[config.mk]
export PLATFORM = sky130hd
export DESIGN_NAME = mem_stage_access_unit
export DESIGN_NICKNAME = d
export VERILOG_FILES = /design/src/rtl/mem_stage_access_unit.sv
export SDC_FILE = /design/constraint.sdc
export NUM_CORES = 1
export LEC_CHECK = 0
export ABC_AREA = 0
export BUFFER_PORTS_ARGS = -buffer_cell sky130_fd_sc_hd__buf_2
export CAP_MARGIN = 20
export CORE_MARGIN = 4
export CORE_UTILIZATION = 52
export CTS_CLUSTER_DIAMETER = 120
export DETAILED_ROUTE_END_ITERATION = 12
export PLACE_DENSITY = 0.84
export SKIP_CTS_REPAIR_TIMING = 1
export SYNTH_ARGS = -nofsm -noshare
export SYNTH_HDL_FRONTEND = slang
export SYNTH_SLANG_ARGS = --single-unit
[constraint.sdc]
create_clock -name clk -period 3.5 [get_ports clk]
set_input_delay 0.35 -clock clk [delete_from_list [all_inputs] [get_ports clk]]
set_output_delay 0.35 -clock clk [all_outputs]
set_load 0.02 [all_outputs]
[src/rtl/mem_stage_access_unit.sv]
// MEM-stage load/store engine: issues one data-memory access per instruction and extends load data.
// Latency: 4 cycles in MEM when ready and response arrive first cycle (IDLE, REQ, WAIT_RSP, DONE).
// Backpressure: holds memStall while the request waits for ready/response; abandons after TIMEOUT_CYCLES.
module mem_stage_access_unit #(
    parameter int TIMEOUT_CYCLES = 16
) (
    input  logic        clk,
    input  logic        reset,
    input  logic        readMemory_MEM,
    input  logic        writeMemory_MEM,
    input  logic [2:0]  funct3_MEM,
    input  logic [31:0] aluResult_MEM,
    input  logic [31:0] r2Data_MEM,
    output logic        memStall,
    output logic [31:0] loadData_MEM,
    output logic        loadValid,
    output logic        accessError,
    output logic        timeout,
    output logic        dmemReqValid,
    input  logic        dmemReqReady,
    output logic        dmemReqWrite,
    output logic [31:0] dmemReqAddr,
    output logic [31:0] dmemReqWdata,
    output logic [3:0]  dmemReqByteEn,
    input  logic        dmemRspValid,
    input  logic [31:0] dmemRspRdata
);

    localparam int CW = $clog2(TIMEOUT_CYCLES + 1);

    typedef enum logic [1:0] {IDLE, REQ, WAIT_RSP, DONE} state_t;

    state_t         state;
    state_t         state_nxt;
    logic [CW-1:0]  cnt;
    logic [2:0]     funct3_q;
    logic [1:0]     off_q;
    logic           timed_out_q;

    logic           access;
    logic           is_load;
    logic           misaligned;
    logic           illegal;
    logic           bad;
    logic           expire;
    logic           start;
    logic           capture;
    logic [3:0]     byteen_nxt;
    logic [31:0]    wdata_nxt;
    logic [31:0]    shifted;
    logic [31:0]    ext_data;

    // Decode the instruction in MEM: access kind, alignment and funct3 legality.
    always_comb begin
        access     = readMemory_MEM | writeMemory_MEM;
        is_load    = readMemory_MEM;
        misaligned = 1'b0;
        case (funct3_MEM[1:0])
            2'b01:   misaligned = aluResult_MEM[0];
            2'b10:   misaligned = |aluResult_MEM[1:0];
            default: misaligned = 1'b0;
        endcase
        if (is_load)
            illegal = (funct3_MEM[1:0] == 2'b11) || (funct3_MEM[2:1] == 2'b11);
        else
            illegal = funct3_MEM[2] || (funct3_MEM[1:0] == 2'b11);
        bad = misaligned | illegal;
    end

    // Store lane enables and replicated write data; loads carry no lanes.
    always_comb begin
        byteen_nxt = 4'b0000;
        wdata_nxt  = 32'h0;
        if (!is_load) begin
            case (funct3_MEM[1:0])
                2'b00: begin
                    byteen_nxt = 4'b0001 << aluResult_MEM[1:0];
                    wdata_nxt  = {4{r2Data_MEM[7:0]}};
                end
                2'b01: begin
                    byteen_nxt = aluResult_MEM[1] ? 4'b1100 : 4'b0011;
                    wdata_nxt  = {2{r2Data_MEM[15:0]}};
                end
                default: begin
                    byteen_nxt = 4'b1111;
                    wdata_nxt  = r2Data_MEM;
                end
            endcase
        end
    end

    // Align the returned word to the addressed byte and extend by access type.
    always_comb begin
        shifted = dmemRspRdata >> {off_q, 3'b000};
        case (funct3_q)
            3'b000:  ext_data = {{24{shifted[7]}}, shifted[7:0]};
            3'b100:  ext_data = {24'h0, shifted[7:0]};
            3'b001:  ext_data = {{16{shifted[15]}}, shifted[15:0]};
            3'b101:  ext_data = {16'h0, shifted[15:0]};
            default: ext_data = shifted;
        endcase
    end

    assign expire = (cnt == CW'(TIMEOUT_CYCLES - 1));

    // Next-state and per-state outputs; timeout takes priority over ready/response on the expiry cycle.
    always_comb begin
        state_nxt    = state;
        memStall     = 1'b0;
        dmemReqValid = 1'b0;
        accessError  = 1'b0;
        timeout      = 1'b0;
        loadValid    = 1'b0;
        start        = 1'b0;
        capture      = 1'b0;
        case (state)
            IDLE: begin
                if (access) begin
                    if (bad) begin
                        accessError = 1'b1;
                    end else begin
                        memStall  = 1'b1;
                        start     = 1'b1;
                        state_nxt = REQ;
                    end
                end
            end
            REQ: begin
                memStall = 1'b1;
                if (expire) begin
                    timeout   = 1'b1;
                    state_nxt = DONE;
                end else begin
                    dmemReqValid = 1'b1;
                    if (dmemReqReady)
                        state_nxt = WAIT_RSP;
                end
            end
            WAIT_RSP: begin
                memStall = 1'b1;
                if (expire) begin
                    timeout   = 1'b1;
                    state_nxt = DONE;
                end else if (dmemRspValid) begin
                    capture   = 1'b1;
                    state_nxt = DONE;
                end
            end
            DONE: begin
                loadValid = !dmemReqWrite && !timed_out_q;
                state_nxt = IDLE;
            end
            default: state_nxt = IDLE;
        endcase
    end

    // State, latched request fields, timeout counter and load result register.
    always_ff @(posedge clk) begin
        if (reset) begin
            state         <= IDLE;
            cnt           <= '0;
            funct3_q      <= 3'b000;
            off_q         <= 2'b00;
            timed_out_q   <= 1'b0;
            dmemReqWrite  <= 1'b0;
            dmemReqAddr   <= 32'h0;
            dmemReqWdata  <= 32'h0;
            dmemReqByteEn <= 4'b0000;
            loadData_MEM  <= 32'h0;
        end else begin
            state <= state_nxt;
            if (start) begin
                cnt           <= '0;
                timed_out_q   <= 1'b0;
                funct3_q      <= funct3_MEM;
                off_q         <= aluResult_MEM[1:0];
                dmemReqWrite  <= !is_load;
                dmemReqAddr   <= {aluResult_MEM[31:2], 2'b00};
                dmemReqWdata  <= wdata_nxt;
                dmemReqByteEn <= byteen_nxt;
            end else if (state == REQ || state == WAIT_RSP) begin
                cnt <= cnt + 1'b1;
            end
            if (timeout) begin
                timed_out_q  <= 1'b1;
                loadData_MEM <= 32'h0;
            end else if (capture && !dmemReqWrite) begin
                loadData_MEM <= ext_data;
            end
        end
    end

endmodule

Word-level counts from Yosys, hierarchy flattened
Index checks and enable logic that the tools add are counted.
- bits in registers: 112
- bits of input ports: 105
- output and inout port bits: 106
- word-level logic and storage cells: 79
- $add $sub $neg: 1
- eq/ne operators: 15
- shift-type cells: 2
- muxes and demuxes: 32
- bitwise operators: 2
- reduce and logical (&&, ||, !) cells: 17
- operator list (kind ; count):
    one-hot mux 32 bit (4 select lines) ; 1
    one-hot mux 32 bit (2 select lines) ; 1
    2-to-1 mux 32 bit ; 1
    >> shifter 32 x 5 -> 32 bit ; 1
    2-to-1 mux 1 bit ; 17
    2-to-1 mux 2 bit ; 6
    equality test 2 bit (second input constant) ; 5
    2-to-1 mux 4 bit ; 2
    one-hot mux 2 bit (4 select lines) ; 1
    one-hot mux 4 bit (2 select lines) ; 1
    OR reduction 2 bit ; 4
    equality test 3 bit (second input constant) ; 2
    != test 3 bit (second input constant) ; 2
    adder 5 x 1 -> 5 bit (second input constant) ; 1
    equality test 5 x 4 -> 1 bit (second input constant) ; 1
    equality test 2 x 1 -> 1 bit (second input constant) ; 2
    logical NOT 2 bit ; 2
    != test 2 bit (second input constant) ; 2
    one-hot mux 1 bit (2 select lines) ; 2
    AND reduction 4 bit ; 1
    << shifter 1 x 2 -> 4 bit (first input constant) ; 1
    equality test 3 x 1 -> 1 bit (second input constant) ; 1
    logical NOT 1 bit ; 3
    logical NOT 3 bit ; 1
    4 further kinds ; 8

Depth between registers and ports, before layout
Gate-level depths: netlist of run 1.
- depth in word-level cells: 9
- mapped depth: 9
- depth with buffers taken out: 7

Least setup slack after synthesis of run 1
Ideal clock, no wire load.
- kind: input port to output port
- start point: input port funct3_MEM[0]
- end point: output port memStall
- data arrival time: 2.124 ns
- data required time: 3.150 ns
- setup slack: 1.026 ns
- stages on the path: 9
- path buffers: 2
- path through: inv_1 ha_1 o211a_1 a311oi_4 and3b_1 buf_4 buf_4 nor2_1 nor2_1
- cells in the longest elaborated chain, start to end: 7
- elaborated cells on any way between the ends: 11
- those cells by class: eq/ne: 3; mux: 5; bitwise: 1; reduce/logical: 2
- ends and longest elaborated chain (element ; line ; source):
    start: declaration ; 11 ; input logic [2:0] funct3_MEM,
    equality test 2 bit ; 64, 66 ;
    logical OR 1 bit, on equally long branches ; 66, 64 ;
    2-to-1 mux 1 bit ; 63 ; if (is_load)
    OR 1 bit * ; 67 ; bad = misaligned | illegal;
    2-to-1 mux 1 bit * ; 119 ; if (bad) begin
    2-to-1 mux 1 bit * ; 118 ; if (access) begin
    one-hot mux 1 bit (2 select lines) * ; 116 ; case (state)
    end: declaration ; 14 ; output logic memStall,
Mark *: on every way between the ends. The rest lies on a longest branch, timed or not.

Worst setup path after layout of run 1
- start point: input port funct3_MEM[1]
- end point: output port memStall
- cells in the longest elaborated chain, start to end: 7
- elaborated cells on any way between the ends: 12
- those cells by class: eq/ne: 4; mux: 5; bitwise: 1; reduce/logical: 2
- ends and longest elaborated chain (element ; line):
    equality test 2 bit, on equally long branches ; 64, 66
    logical OR 1 bit, on equally long branches ; 66, 64
    2-to-1 mux 1 bit ; 63
    OR 1 bit * ; 67
    2-to-1 mux 1 bit * ; 119
    2-to-1 mux 1 bit * ; 118
    one-hot mux 1 bit (2 select lines) * ; 116
Marked as above.

==> results of run 1 <==
## worst max-delay path, delay by kind of cell
| kind | cells | cell delay (ns) |
|---|---|---|
| AOI/OAI and AO/OA | 2 | 0.65 |
| and+or+nand+nor | 3 | 0.42 |
| buffers and inverters | 3 | 0.38 |
| adders and majority gates | 1 | 0.33 |
## worst paths after layout
| kind | end | cells past startpoint |
|---|---|---|
| hold / removal | dmemReqAddr[27] | 3 |
| hold reg to reg | dmemReqAddr[27] | 2 |
| setup / recovery | memStall | 9 |
| setup reg to reg | loadData_MEM[21] | 5 |
## cell usage in the layout, fill, tap and decap left out, types with 3 or more instances in the layout
cell      instances
a211oi_1          3
mux2_2           10
nor2_1           16
nand2_1         114
mux2i_1          25
buf_4             7
or2_2             4
a22oi_1           9
dfxtp_1         112
ha_1             11
a21oi_1          96
inv_1             8
or3_1            16
nand2b_1          5
buf_2           208
o211ai_1          7
o21ai_0          43
clkbuf_8          9
nor2b_1           4
a22o_1           26
## flip-flops by register name, indices dropped and copies added (netlist names)
register       flops
loadData_MEM      32
dmemReqWdata      32
funct3_q           3
dmemReqAddr       30
dmemReqByteEn      4
off_q              2
state              2
dmemReqWrite       1
timed_out_q        1
cnt                5
## stage by stage
stage | instance area (µm²) | power, mW | instances
after floorplan | 4960 | 2.33 | 583
after global placement | 6030 | 2.64 | 881
after detailed placement | 6030 | 2.68 | 881
after CTS | 6190 | 3.36 | 896
after global routing | 6190 | 3.54 | 896
final | 6190 | 3.35 | 896
## cells in the mapped netlist, types with 5 or more instances
| cell type | number | area (µm²) |
|---|---|---|
| a21oi_1 | 96 | 480 |
| a22o_1 | 26 | 228 |
| a22oi_1 | 9 | 67.6 |
| buf_2 | 7 | 35.0 |
| buf_4 | 6 | 45.0 |
| clkbuf_1 | 30 | 113 |
| dfxtp_1 | 112 | 2240 |
| ha_1 | 11 | 138 |
| inv_1 | 8 | 30.0 |
| mux2_2 | 10 | 113 |
| mux2i_1 | 25 | 250 |
| nand2_1 | 114 | 428 |
| nand2b_1 | 5 | 31.3 |
| nor2_1 | 16 | 60.1 |
| o211ai_1 | 7 | 52.6 |
| o21ai_0 | 43 | 215 |
| or3_1 | 16 | 100 |
## metal layers
layer | up-vias | track usage
met2 | 240 | 0.411
met1 | 2315 | 0.315
met5 | - | 0
li1 | 2384 | -
met4 | 0 | 0.108
met3 | 49 | 0.0496
## power by group through the flow
stage	registers (mW)	clock network, mW	logic (mW)
finish	1.52	0.690	1.14
global route	1.54	0.754	1.25
CTS	1.52	0.699	1.14
detailed placement	1.55	0	1.14
global placement	1.54	0	1.10
floorplan	1.68	0	0.646
## cell families after synthesis
family,after synthesis,synth area share
other cells,1,0.000756
fa+ha+maj,11,0.0277
flops,112,0.452
mux,35,0.0732
xor+xnor,3,0.00530
simple gates,173,0.156
buf+inv,55,0.0479
compound gates,192,0.237
## area by class of cell
cell class / instances / area [µm²] / area share
clock inverters: 4 / 30.0 / 0.00485
well taps: 129 / 161 / 0.0261
clock buffers: 11 / 131 / 0.0212
repair buffers: 215 / 1090 / 0.177
inverters: 9 / 33.8 / 0.00546
flip-flops and latches: 112 / 2240 / 0.362
multi-input cells: 416 / 2500 / 0.404
==> reports/qor.csv, run 1 <==
stage,metric,value,unit
placed_design,dp_slack,0.891,ns
floorplanning,core,0.00928,mm²
clocking,clock_tree.buffer_depth,2,
pwr,power_density,542,mW/mm²
run,drv_cap,0,
detailed_routing,wl,14.5,mm
worst_setup_path,reg2reg_from,off_q[1],
pwr,switching_share,0.375,
synth,seq_area_frac_synth,0.452,
clocking,path_clk_slew,0.11,ns
grt,grt_pass1_wl,22.8,mm
timing,post-route-period-util,0.706,
detailed_routing,num_vias,4988,
detailed_routing,wl_met3,1.16,mm
detailed_routing,wl_met2,6.90,mm
synth,ys.flop_type,dfxtp_1,
floorplanning,die-area,0.0112,mm²
clocking,root_buffer,clkbuf_8,
grt,grt_usage,0.249,
synth,ys_async_sr_fraction,0,
pwr,power.leakage,2.91,nW
timing,fin_setup_tns,0,ns
grt,grt_overflow,0,
finish,areaGrowthSynthToFinish,24.8,%
clocking,htreeDepth,3,
floorplanning,placementRows,35,
finish,layout-drive-gt1-share,0.326,
detailed_routing,wl_per_cell,16.2,µm
worst_setup_path,critPathMaxFanout,7,
pwr,switching_power,1.26,mW
worst_setup_path,arrival,2.12,ns
synth,yosysUniqueCellTypes,45,
pwr,clockPowerShare,0.206,
clocking,numCtsBuffers,9,
placed_design,gp_congestion,0.921,
detailed_routing,highest_layer,met4,
grt,first_global_vias,4739,
status,status,finished clean,
worst_setup_path,critPathKind,input port to output port,
clocking,cts_tree,built,
detailed_routing,drt_iter0_markers,295,
timing,rsz0062_at_grt,false,
worst_setup_path,r2r_slack,1.21,ns
synth,syn_inst,582,
timing,fmax,405,MHz
timing,tightest_slew,1.07,ns
finish,finish.utilization,0.667,
pwr,internal_power,2.10,mW
synth,ys_ff_latch,112,
worst_hold_path,min-delay-start,aluResult_MEM[27],
floorplanning,io_pins,211,
floorplanning,initial_core_util,0.534,
pwr,power_frac_seq,0.453,
timing,relSlewSlack,0.285,
synth,synth_warnings,0,
detailed_routing,drc,0,
floorplanning,fp.dieH,106,µm
floorplanning,dieWidth,106,µm
worst_setup_path,cp_cell_sequence,buf_2 > inv_1 > ha_1 > o211a_1 > a311oi_4 > and3b_1 > nor2_1 > nor2_1 > buf_2,
placed_design,hpwl,10.8,mm
finish,final.fill_count,801,
synth,synth_edf_count,0,
worst_setup_path,cp-end-kind,output port,
synth,syn_area,0.00496,mm²
worst_hold_path,hold_path.class,input port to flop,
synth,syn_avg_cell_area,8.52,µm²
pwr,combPwrFrac,0.341,
timing,finalHoldViolations,0,
detailed_routing,viasPerCell,5.57,
worst_setup_path,cpPeakStageDelay,0.49,ns
timing,fin_skew,0.0164,ns
worst_setup_path,cp.required,3.15,ns
finish,fin_nets,879,
worst_setup_path,start_kind,input port,
finish,antenna_cells,0,
worst_setup_path,cp_slowest_cell,a311oi_4,
timing,period_needed,2.47,ns
clocking,clk_latency,0.36,ns
grt,grt_max_degree,44,
placed_design,portBuffers,208,
timing,finalMaxSlewViolations,0,
detailed_routing,wl_met1,5.92,mm
grt,antenna_found_initial,0,
pwr,vdd_ir_drop_max,0.358,mV
timing,setup_ws,1.03,ns
timing,setup_viol,0,
detailed_routing,ant_nets,0,
clocking,cts_sinks,112,
worst_setup_path,startpoint,funct3_MEM[1],
timing,whs,0.210,ns
detailed_routing,dr.pass1.iters,5,
Note: power is estimated with default switching activity, not from simulation.
==> run 2, diff against run 1 <==
Settings changed: CORE_UTILIZATION 52 to 43, PLACE_DENSITY 0.84 to 0.74.
Clock period 3.5 ns to 2.1 ns, I/O delays scaled along.
==> run 2 against run 1 <==
Compared with the run above: clock skew fell by 0.0072 ns; clock-buffer cell count unchanged; non-clock buffer count rose by 21; global-route usage fell by 2.7 points; final cell count up 3.8%; worst hold slack lost 0.11 ns; design area grew 6.7%; via count grew 1.3%; worst setup slack got worse by 0.91 ns; combinational power up 82%; clock power increased by 140%; critical endpoint unchanged; largest cell class unchanged; largest power group unchanged.
==> reports/qor.csv, run 2 (same netlist as run 1, synthesis figures left out) <==
stage,metric,value,unit,change
detailed_routing,wl_per_cell,16.2,µm,+0.23%
grt,grt_overflow,0,,unchanged
placed_design,gp_congestion,0.874,,-5.1%
worst_setup_path,arrival,1.77,ns,-0.35 ns
clocking,cts_tree,built,,
finish,final_cell_mix,"buf_2, nand2_1, dfxtp_1",,
detailed_routing,dr.pass1.iters,5,,unchanged
pwr,power,6.29,mW,+88%
floorplanning,fp.dieH,115,µm,+9.2%
finish,final_common_cell,buf_2,,
timing,finalMaxSlewViolations,0,,unchanged
finish,fin_nets,900,,+2.4%
pwr,vdd_ir_drop_max,0.477,mV,+33%
finish,layout-drive-gt1-share,0.356,,+0.0302
placed_design,dp_cells,910,,+3.3%
worst_setup_path,cp-end-kind,output port,,
finish,layoutNonFillerInstCount,930,,+3.8%
worst_setup_path,critPathKind,input port to output port,,
worst_hold_path,hold_path.class,input port to flop,,
timing,relSlewSlack,0.575,,+0.290
timing,fmax,504,MHz,
worst_setup_path,r2r.worst_path.cells,9,,+4
detailed_routing,viasPerCell,5.43,,-2.4%
placed_design,portBuffers,208,,unchanged
pwr,power_density,953,mW/mm²,+76%
floorplanning,dieWidth,115,µm,+9.2%
timing,period_needed,1.98,ns,
worst_setup_path,cpMostUsedCell,buf_2,,
floorplanning,die-area,0.0133,mm²,+19%
worst_setup_path,path_buf_inv,4,,+1
grt,grt_max_degree,32,,-27%
worst_setup_path,start_kind,input port,,
detailed_routing,ant_nets,0,,unchanged
clocking,numCtsBuffers,9,,unchanged
worst_setup_path,critPathTopFamily,buffers and inverters,,
run,drv_cap,0,,unchanged
grt,grt_pass1_wl,23.6,mm,+3.4%
grt,grt_usage,0.222,,-0.0268
placed_design,hpwl,11.4,mm,+5.2%
detailed_routing,wl,15.1,mm,+4.0%
pwr,power.leakage,3.09,nW,+6.5%
worst_hold_path,min_path_cells,3,,unchanged
worst_setup_path,cp_slowest_cell,ha_1,,
worst_setup_path,cp_cell_sequence,buf_2 > inv_1 > ha_1 > o211a_1 > a311oi_4 > buf_6 > and3b_2 > nor2_1 > nor2_2 > buf_2,,
floorplanning,io_pins,211,,unchanged
grt,antenna_found_initial,0,,unchanged
worst_setup_path,critPathMaxFanout,7,,unchanged
timing,rsz0062_at_grt,false,,
status,status,finished clean,,
finish,areaGrowthSynthToFinish,33.1,%,
finish,final.fill_count,982,,+23%
clocking,clock_tree.buffer_depth,2,,unchanged
timing,fin_setup_tns,0,ns,unchanged
grt,first_global_vias,4845,,+2.2%
timing,finalHoldViolations,0,,unchanged
timing,tightest_slew,0.637,ns,-0.432 ns
floorplanning,core,0.0111,mm²,+19%
timing,setup_viol,0,,unchanged
detailed_routing,drt_iter0_markers,422,,+43%
timing,fin_skew,0.00919,ns,-0.00725 ns
timing,post-route-period-util,0.945,,
placed_design,placed_cell_area,0.00622,mm²,+3.1%
clocking,clk_latency,0.34,ns,-0.02 ns
clocking,root_buffer,clkbuf_16,,
clocking,htreeDepth,3,,unchanged
worst_setup_path,cp.required,1.89,ns,-1.26 ns
finish,design_area,0.00660,mm²,+6.7%
clocking,path_clk_slew,0.08,ns,-0.03 ns
detailed_routing,drc,0,,unchanged
worst_setup_path,cp.depth,10,,+1
clocking,cts_sinks,112,,unchanged
floorplanning,placementRows,38,,+8.6%
detailed_routing,num_vias,5054,,+1.3%
finish,reg_top3,"dmemReqWdata: 32 flops, loadData_MEM: 32 flops, dmemReqAddr: 30 flops",,
floorplanning,initial_core_util,0.448,,-0.0865
worst_setup_path,cpPeakStageDelay,0.34,ns,-0.15 ns
-- run 2: final cells by class --
| cell class | count | area [µm²] | share of cell area |
|---|---|---|---|
| Multi-Input combinational cell | 416 | 2520 | 0.382 |
| Clock buffer | 11 | 243 | 0.0368 |
| Clock inverter | 5 | 47.5 | 0.00720 |
| Inverter | 9 | 33.8 | 0.00512 |
| Timing Repair Buffer | 236 | 1340 | 0.203 |
| Tap cell | 140 | 175 | 0.0265 |
| Antenna cell | 1 | 2.50 | 0.000379 |
| Sequential cell | 112 | 2240 | 0.340 |
-- run 2: power breakdown --
group	internal [mW]	switching, mW	total [mW]
sequential	2.38	0.159	2.54
combinational	0.812	1.27	2.08
clock	0.863	0.810	1.67
total	4.06	2.24	6.29
-- run 2: path summary, 6_finish.rpt --
check / end / startpoint / slack, ns
worst max-delay path: memStall / funct3_MEM[0] / 0.12
worst min-delay path: dmemReqAddr[13] / aluResult_MEM[13] / 0.1
worst max register to register: loadData_MEM[2] / cnt[0] / 0.12
worst min register to register: dmemReqWdata[22] / dmemReqWdata[22] / 0.45
-- run 2: per-layer routing --
metal / track usage / vias up / share of wire
li1: - / 2433 / -
met1: 0.277 / 2350 / 0.41
met2: 0.364 / 243 / 0.48
met3: 0.0495 / 28 / 0.088
met4: 0.103 / 0 / 0.027
met5: 0 / - / 0
-- run 2: per-stage QoR --
| step | util | hold slack, ns | setup slack, ns |
|---|---|---|---|
| 6_report | 0.596 | 0.0979 | 0.116 |
| 5_1_grt | 0.596 | 0.0872 | 0.0239 |
| 4_1_cts | 0.588 | 0.0848 | 0.0391 |
| 3_5_place_dp | 0.561 | 0.439 | -0.00482 |
| 3_3_place_gp | 0.561 | 0.430 | 0.0802 |
| 2_1_floorplan | - | 0.336 | 0.0427 |
-- run 2: worst register-to-register path, stage by stage (launching register included) --
cell      delay [ns]
dfxtp_2         0.34
ha_1            0.21
and3_1          0.18
ha_2            0.17
buf_4           0.16
nor4bb_4        0.28
buf_6           0.17
buf_12          0.12
o211ai_1        0.10
a21oi_1         0.18
